$ cat src/rtl/btn_pkg.sv
// btn_pkg: shared FSM state type and microsecond-to-cycle helper for button_press_decoder
package btn_pkg;
   typedef enum logic [1:0] {IDLE, HOLD, REPEAT, GAP} btn_state_t;
   function automatic int us_to_cycles(input int us, input int clk_per);
      return us * 1000 / clk_per;
   endfunction
endpackage

$ cat src/rtl/button_press_decoder.sv
// button_press_decoder: turns a debounced button level into step pulses with long-press, auto-repeat and double-click
// Ports:
//    clk          system clock
//    CPU_RESETN   asynchronous active-low reset
//    btn_level    debounced button level, 1 = pressed
//    step         one-cycle pulse per press / repeat step
//    long_press   high while the press is beyond the hold time
//    double_click one-cycle pulse on a qualifying second press
// Optional feature: define BTN_AUTOREPEAT_EN to emit repeat steps while a long press is held.
module button_press_decoder
   import btn_pkg::*;
#(
   parameter int CLK_PER   = 10,
   parameter int HOLD_US   = 500000,
   parameter int REPEAT_US = 100000,
   parameter int DCLICK_US = 250000
) (
   input  logic clk,
   input  logic CPU_RESETN,
   input  logic btn_level,
   output logic step,
   output logic long_press,
   output logic double_click
);
   localparam int HOLD_CYC   = us_to_cycles(HOLD_US, CLK_PER);
   localparam int REPEAT_CYC = us_to_cycles(REPEAT_US, CLK_PER);
   localparam int DCLICK_CYC = us_to_cycles(DCLICK_US, CLK_PER);
   localparam int HD_CYC     = HOLD_CYC > DCLICK_CYC ? HOLD_CYC : DCLICK_CYC;
`ifdef BTN_AUTOREPEAT_EN
   localparam int MAX_CYC    = HD_CYC > REPEAT_CYC ? HD_CYC : REPEAT_CYC;
`else
   localparam int MAX_CYC    = HD_CYC;
`endif
   localparam int TW         = $clog2(MAX_CYC + 1);

   if (HOLD_CYC < 2 || REPEAT_CYC < 2 || DCLICK_CYC < 2) begin : g_cyc_check
      $error("button_press_decoder: HOLD/REPEAT/DCLICK cycle counts must be >= 2");
   end

   btn_state_t    state;
   logic [TW-1:0] timer;
   logic          prev_level;
   logic          dbl_done;
   logic          rise;
   logic          fall;

   assign rise = btn_level & ~prev_level;
   assign fall = ~btn_level & prev_level;

   // Timer saturates; every state change (and every repeat step) restarts it from 0.
   always_ff @(posedge clk or negedge CPU_RESETN) begin
      if (!CPU_RESETN) begin
         state        <= IDLE;
         timer        <= '0;
         prev_level   <= 1'b0;
         dbl_done     <= 1'b0;
         step         <= 1'b0;
         long_press   <= 1'b0;
         double_click <= 1'b0;
      end else begin
         prev_level   <= btn_level;
         step         <= 1'b0;
         double_click <= 1'b0;
         if (timer != '1) timer <= timer + TW'(1);
         case (state)
            IDLE: if (rise) begin
               step     <= 1'b1;
               dbl_done <= 1'b0;
               state    <= HOLD;
               timer    <= '0;
            end
            // Fall is tested first so a release on the expiry cycle stays a short press.
            HOLD: if (fall) begin
               state <= dbl_done ? IDLE : GAP;
               timer <= '0;
            end else if (timer == TW'(HOLD_CYC - 1)) begin
               long_press <= 1'b1;
`ifdef BTN_AUTOREPEAT_EN
               step       <= 1'b1;
`endif
               state      <= REPEAT;
               timer      <= '0;
            end
            REPEAT: if (fall) begin
               long_press <= 1'b0;
               state      <= IDLE;
               timer      <= '0;
            end
`ifdef BTN_AUTOREPEAT_EN
            else if (timer == TW'(REPEAT_CYC - 1)) begin
               step  <= 1'b1;
               timer <= '0;
            end
`endif
            // Rise is tested first so a re-press on the timeout cycle still counts.
            GAP: if (rise) begin
               step         <= 1'b1;
               double_click <= 1'b1;
               dbl_done     <= 1'b1;
               state        <= HOLD;
               timer        <= '0;
            end else if (timer == TW'(DCLICK_CYC - 1)) begin
               state <= IDLE;
               timer <= '0;
            end
         endcase
      end
   end
endmodule

$ cat config.mk
export PLATFORM = sky130hd
export DESIGN_NAME = button_press_decoder
export DESIGN_NICKNAME = d
export VERILOG_FILES = /design/src/rtl/btn_pkg.sv /design/src/rtl/button_press_decoder.sv
export SDC_FILE = /design/constraint.sdc
export NUM_CORES = 1
export LEC_CHECK = 0
export CAP_MARGIN = 20
export CORE_MARGIN = 2
export CORE_UTILIZATION = 50
export CTS_BUF_LIST = sky130_fd_sc_hd__clkbuf_4
export DETAILED_ROUTE_END_ITERATION = 7
export GPL_TIMING_DRIVEN = 1
export PLACE_DENSITY_LB_ADDON = 0.05
export SLEW_MARGIN = 20
export SYNTH_ARGS = -nofsm -noshare
export SYNTH_HDL_FRONTEND = slang
export SYNTH_SLANG_ARGS = --single-unit
$ cat constraint.sdc
create_clock -name clk -period 3.75 [get_ports clk]
set_input_delay 0.75 -clock clk [delete_from_list [all_inputs] [get_ports clk]]
set_output_delay 0.75 -clock clk [all_outputs]
set_load 0.02 [all_outputs]
* After elaboration in Yosys (flattened, before gate mapping) *
Index checks and enable logic that the tools add are counted.

word-level totals
  output and inout bits = 3
  register bits = 33
  input port bits = 3
  word-level logic and storage cells = 58

operators by class
  reductions and logical operators = 7
  $add $sub $neg = 1
  equal/unequal tests = 13
  bitwise gates (word level) = 4
  multiplexer cells = 26

operators by type and width
  cell                                              number
  2-to-1 mux 26 bit                                 7
  case mux 26 bit (4 select lines)                  1
  adder 26 x 1 -> 26 bit (second input constant)    1
  == test 26 x 25 -> 1 bit (second input constant)  1
  == test 26 bit (second input constant)            1
  != test 26 bit (second input constant)            1
  2-to-1 mux 2 bit                                  7
  != test 2 bit (second input constant)             5
  2-to-1 mux 1 bit                                  8
  case mux 2 bit (4 select lines)                   1
  AND reduction 4 bit                               2
  != test 3 bit (second input constant)             2
  == test 2 bit (second input constant)             2
  case mux 1 bit (2 select lines)                   2
  nonzero test 2 bit                                2
  AND reduction 3 bit                               1
  bitwise AND 1 bit                                 2
  == test 2 x 1 -> 1 bit (second input constant)    1
  logical NOT 2 bit                                 1
  NOT 1 bit                                         2
  OR reduction 2 bit                                1

* Logic depth before layout (Yosys ltp) *
  word-level depth = 5
  depth in mapped cells = 10

* Worst setup path before layout *
No wires, ideal clock.

  path type = register to register
  from = register timer[0]
  to = register timer[0]
  slack = 1.800 ns
  data arrival time = 1.831 ns
  clock period less this slack = 1.950 ns
  cell stages (with the launch flop) = 10
  library setup time = 0.119 ns
  path through = dfrtp_1 > ha_1 > or4b_1 > nor3_2 > nand4_1 > a21oi_1 > o22a_2 > buf_6 > buf_6 > nor2_1

between the ends
  longest elaborated chain between the ends = 5

RTL lines
  item                                                      RTL line                                                 source
  from (decl)                                               button_press_decoder.sv:41                               logic [TW-1:0] timer;
  from (signal assigned)                                    button_press_decoder.sv:64                               if (timer != '1) timer <= timer + TW'(1);
  adder 26 x 1 -> 26 bit or != test 26 bit (tied branches)  button_press_decoder.sv:64
  2-to-1 mux 26 bit                                         button_press_decoder.sv:64
  2-to-1 mux 26 bit, on equally long branches               button_press_decoder.sv:102, button_press_decoder.sv:76
  2-to-1 mux 26 bit, on equally long branches               button_press_decoder.sv:96, button_press_decoder.sv:73
  case mux 26 bit (4 select lines) (*)                      button_press_decoder.sv:65                               case (state)

Every way passes the cells marked *; elsewhere a longest branch is shown, timed or not.
A chain may end at the register's enable or synchronous reset.

* Worst setup path after layout *
  from = register timer[0]
  to = register timer[25]

The elaborated chain is that of the path after synthesis.

==> results by stage <==
Clock tree:
- The post-CTS setup buffer count is 0.
- In this run, post-CTS hold repair placed 0 buffers.
- Clock-pin slew was measured on the worst setup and hold paths at 0.10 ns.
- The clock reaches the later pin of the worst-skew pair after 0.34 ns.
- The clock passes through at most 2 buffers.
- In this run the number of H-tree levels came out at 2.
- The number of gates resized after CTS was 0.
- TritonCTS built the clock tree.
- The number of buffers added by the clock tree synthesis step is 5.
- The number of clock sinks is 33.
- The root buffer cell chosen for the clock tree is clkbuf_4.

STA:
- The final worst-path cycle share is 0.620.
- Summed over all failing endpoints, the final setup total negative slack is 0 ns.
- For the final database, setup skew stands at 0.00886 ns.
- The achievable clock frequency is 430 MHz.
- Setup violations remaining at the end of the flow were counted as 0.
- For the finished layout, the period the worst path requires is 2.33 ns.
- The relative slew slack is 0.665.
- The number of max-slew violations in the final report was 0.
- Setup repair after global routing left no endpoint under its margin.
- The final count of hold timing violations came to 0.
- The measured slew at the worst slew-check pin is 0.502 ns.

GRT:
- The combined global-route utilization of all metal layers is 0.206.
- The number of global-route vias before repair is 1415.
- The pin count of the biggest net entering global routing is 34.
- The number of antenna violations at the first check in global routing is 0.
- The aggregate global routing overflow is 0.
- The global-route wire length before repair is 6.58 mm.

Finish:
- The library cell used most frequently in the layout, excluding fill and tap cells, is dfrtp_1.
- The area of the multi-input gates is 980 sq um.
- Of the cells placed in the final design, the portion with a size suffix greater than 1 is 0.113.
- The fill cell total of the finished layout is 354.
- The register area is 826 sq um.
- In the layout the commonest cells are dfrtp_1 (33), nor2_1 (31), nand2_1 (17), xnor2_1 (12), xor2_1 (10).
- Relative to the synthesized area, the layout overhead comes to 6.53%.
- The count of cells in the finished layout, fillers not included, comes to 252.
- 0 antenna diodes ended up in the layout.
- The net count of the finished layout is 212.

Setup path:
- The count of buffering cells on the critical path with inverters included is 0.
- Grouping stages by cell kind, the critical path spends the most delay in simple AND/OR/NAND/NOR gates.
- In this run the worst path has a maximum fanout of 26.
- Walking the worst path, the cells encountered are ha_1 > or4b_1 > nor3_2 > nand4_1 > a21oi_1 > o22a_2 > nor3_1.
- On the worst path, the slowest cell contributes a delay of 0.48 ns.
- The worst register-to-register path has a depth of 7.
- The worst-path cell with the longest stage delay is or4b_1.
- STA classifies the critical path startpoint as a register.
- The number of logic stages on the critical path including buffering is 7.
- The data arrival at the endpoint of the critical path is 2.53 ns.
- The kind of end point of the critical path is a register.
- The path type of the worst setup path is register to register.
- For the worst setup path, the data required time is 3.95 ns.

Synthesis:
- The netlist uses 40 different library cells.
- The share of the Yosys chip area taken by registers is 0.440.
- The net count after synthesis is 203.
- During synthesis, Yosys emitted a total of 0 warnings.
- The gate count after technology mapping is 194.
- The post-synthesis instance area is 1880 sq um.
- The synthesized area per cell is 9.67 sq um.
- Counting flops and latches in the post-synthesis netlist gives 33.

Power and ir drop:
- VDD sags by at most 0.377 mV.
- Summed over all cells, the static leakage comes to 0.795 nW.
- The power density of the placed cells is 425 nW/um^2.

Floorplan:
- The die width is 65.3 um.
- The die is 65.3 um tall.
- The floorplan has 22 rows.
- In this run the count of I/O pins placed on the die edge is 6.
- The die covers 4260 sq um.
- For this configuration, the core starts out at a cell density of 0.517.
- The floorplan step defined a core boundary enclosing 3630 sq um.

Placed design:
- During placement, the flow inserted port buffers numbering 5.
- In this run, placement finished with an instance count of 244.
- The routability congestion estimate is 0.807.
- The sum of net half-perimeters after detailed placement is 2.71 mm.

Drt:
- The count of nets left with antenna violations once routing finished came out at 0.
- For this run, design rule violations remaining after detail routing come to 0.
- Dividing the detail-routed wire length by the instance count gives 15.0 um.
- The wire length reported by the detailed router is 3.78 mm.
- The via density per instance is 5.57.
- The via count is 1403.
- The first-pass detailed-route iteration total is 4.
- In this run, the number of DRC markers left after iteration 0 of detailed routing was 83.

Flow run:
- Max-cap violations in this run came to 0.

Min path:
- The worst min-delay path class is register to register.
- The number of cells on the worst hold path is 2.

Run status:
- The flow ran to the end, and the final reports show no timing, DRC or antenna violations.
[cells in the mapped netlist (all sizes together)]
master / count / share of area
ha: 6 / 0.040
nor4b: 1 / 0.0047
nand4b: 1 / 0.0047
nor3: 10 / 0.035
a21boi: 1 / 0.0060
o22a: 1 / 0.0053
and4: 1 / 0.0047
or4b: 1 / 0.0053
xnor2: 12 / 0.056
dfrtp: 33 / 0.44
buf: 4 / 0.024
nor4: 6 / 0.033
nor2: 32 / 0.065
nand3: 10 / 0.032
a31oi: 1 / 0.0033
a21oi: 6 / 0.016
or3: 2 / 0.0067
nand2b: 3 / 0.010
inv: 7 / 0.014
or2: 1 / 0.0033
nand2: 17 / 0.034
and3: 2 / 0.0080
o211ai: 1 / 0.0040
or4: 1 / 0.0060
nor3b: 1 / 0.0040
nand4: 10 / 0.037
nor2b: 4 / 0.013
a311oi: 1 / 0.0047
o21ai: 3 / 0.0080
mux2i: 4 / 0.021
xor2: 10 / 0.047
and2: 1 / 0.0033
[power by group]
part | switching [mW] | leakage, nW | internal [mW] | total, mW
clock network | 0.118 | 0.0300 | 0.0677 | 0.185
logic | 0.168 | 0.313 | 0.0873 | 0.255
registers | 0.0238 | 0.452 | 0.386 | 0.410
[stage by stage]
step / cell area [sq um] / hold slack [ns] / util / total power, mW / setup slack [ns]
2_1_floorplan: 1880 / 0.454 / - / 0.655 / 1.80
3_3_place_gp: 1950 / 0.531 / 0.537 / 0.663 / 1.36
3_5_place_dp: 1950 / 0.538 / 0.537 / 0.671 / 1.32
4_1_cts: 2000 / 0.552 / 0.550 / 0.862 / 1.41
5_1_grt: 2000 / 0.564 / 0.550 / 0.912 / 1.22
6_report: 2000 / 0.545 / 0.550 / 0.850 / 1.42
[final cells by class]
type	instances	share of cell area
clock buffers	5	0.0188
clock inverters	3	0.00626
inverters	7	0.0131
multi-input cells	150	0.490
flip-flops and latches	33	0.413
well taps	48	0.0300
repair buffers	6	0.0288
[final timing paths]
path | from | end | slack [ns]
worst max-delay path | timer[0] | timer[25] | 1.42
worst min-delay path | long_press | long_press | 0.55
worst max register to register | timer[0] | timer[25] | 1.42
worst min register to register | long_press | long_press | 0.55
max in group asynchronous | CPU_RESETN | timer[20] | 2.64
min in group asynchronous | CPU_RESETN | timer[1] | 0.81
[tightest hold or removal path, stage by stage (launching register included)]
cell     delay [ns]
dfrtp_1        0.41
inv_1          0.06
a21oi_1        0.05
[cell families (layout without fill, tap and decap cells)]
kind of cell | Yosys count | count (layout) | share of synthesized area
simple gates | 104 | 104 | 0.311
xor+xnor | 22 | 22 | 0.103
mux | 4 | 4 | 0.0213
buf+inv | 11 | 21 | 0.0380
flops | 33 | 33 | 0.440
fa+ha+maj | 6 | 6 | 0.0400
compound gates | 14 | 14 | 0.0473
[routing by layer]
metal | routed length (um) | up-vias | GRT usage | part of all wire
li1 | - | 685 | - | -
met2 | 1820 | 27 | 0.323 | 0.48
met3 | 155 | 5 | 0.0531 | 0.041
met5 | 0 | - | 0 | 0
met4 | 61 | 0 | 0.0938 | 0.016
met1 | 1740 | 686 | 0.269 | 0.46
[sequential cells by signal, summed over array words and instances (netlist names)]
register,flops
step,1
double_click,1
prev_level,1
dbl_done,1
long_press,1
timer,26
state,2
No activity file was read; power rests on OpenSTA's default activity.
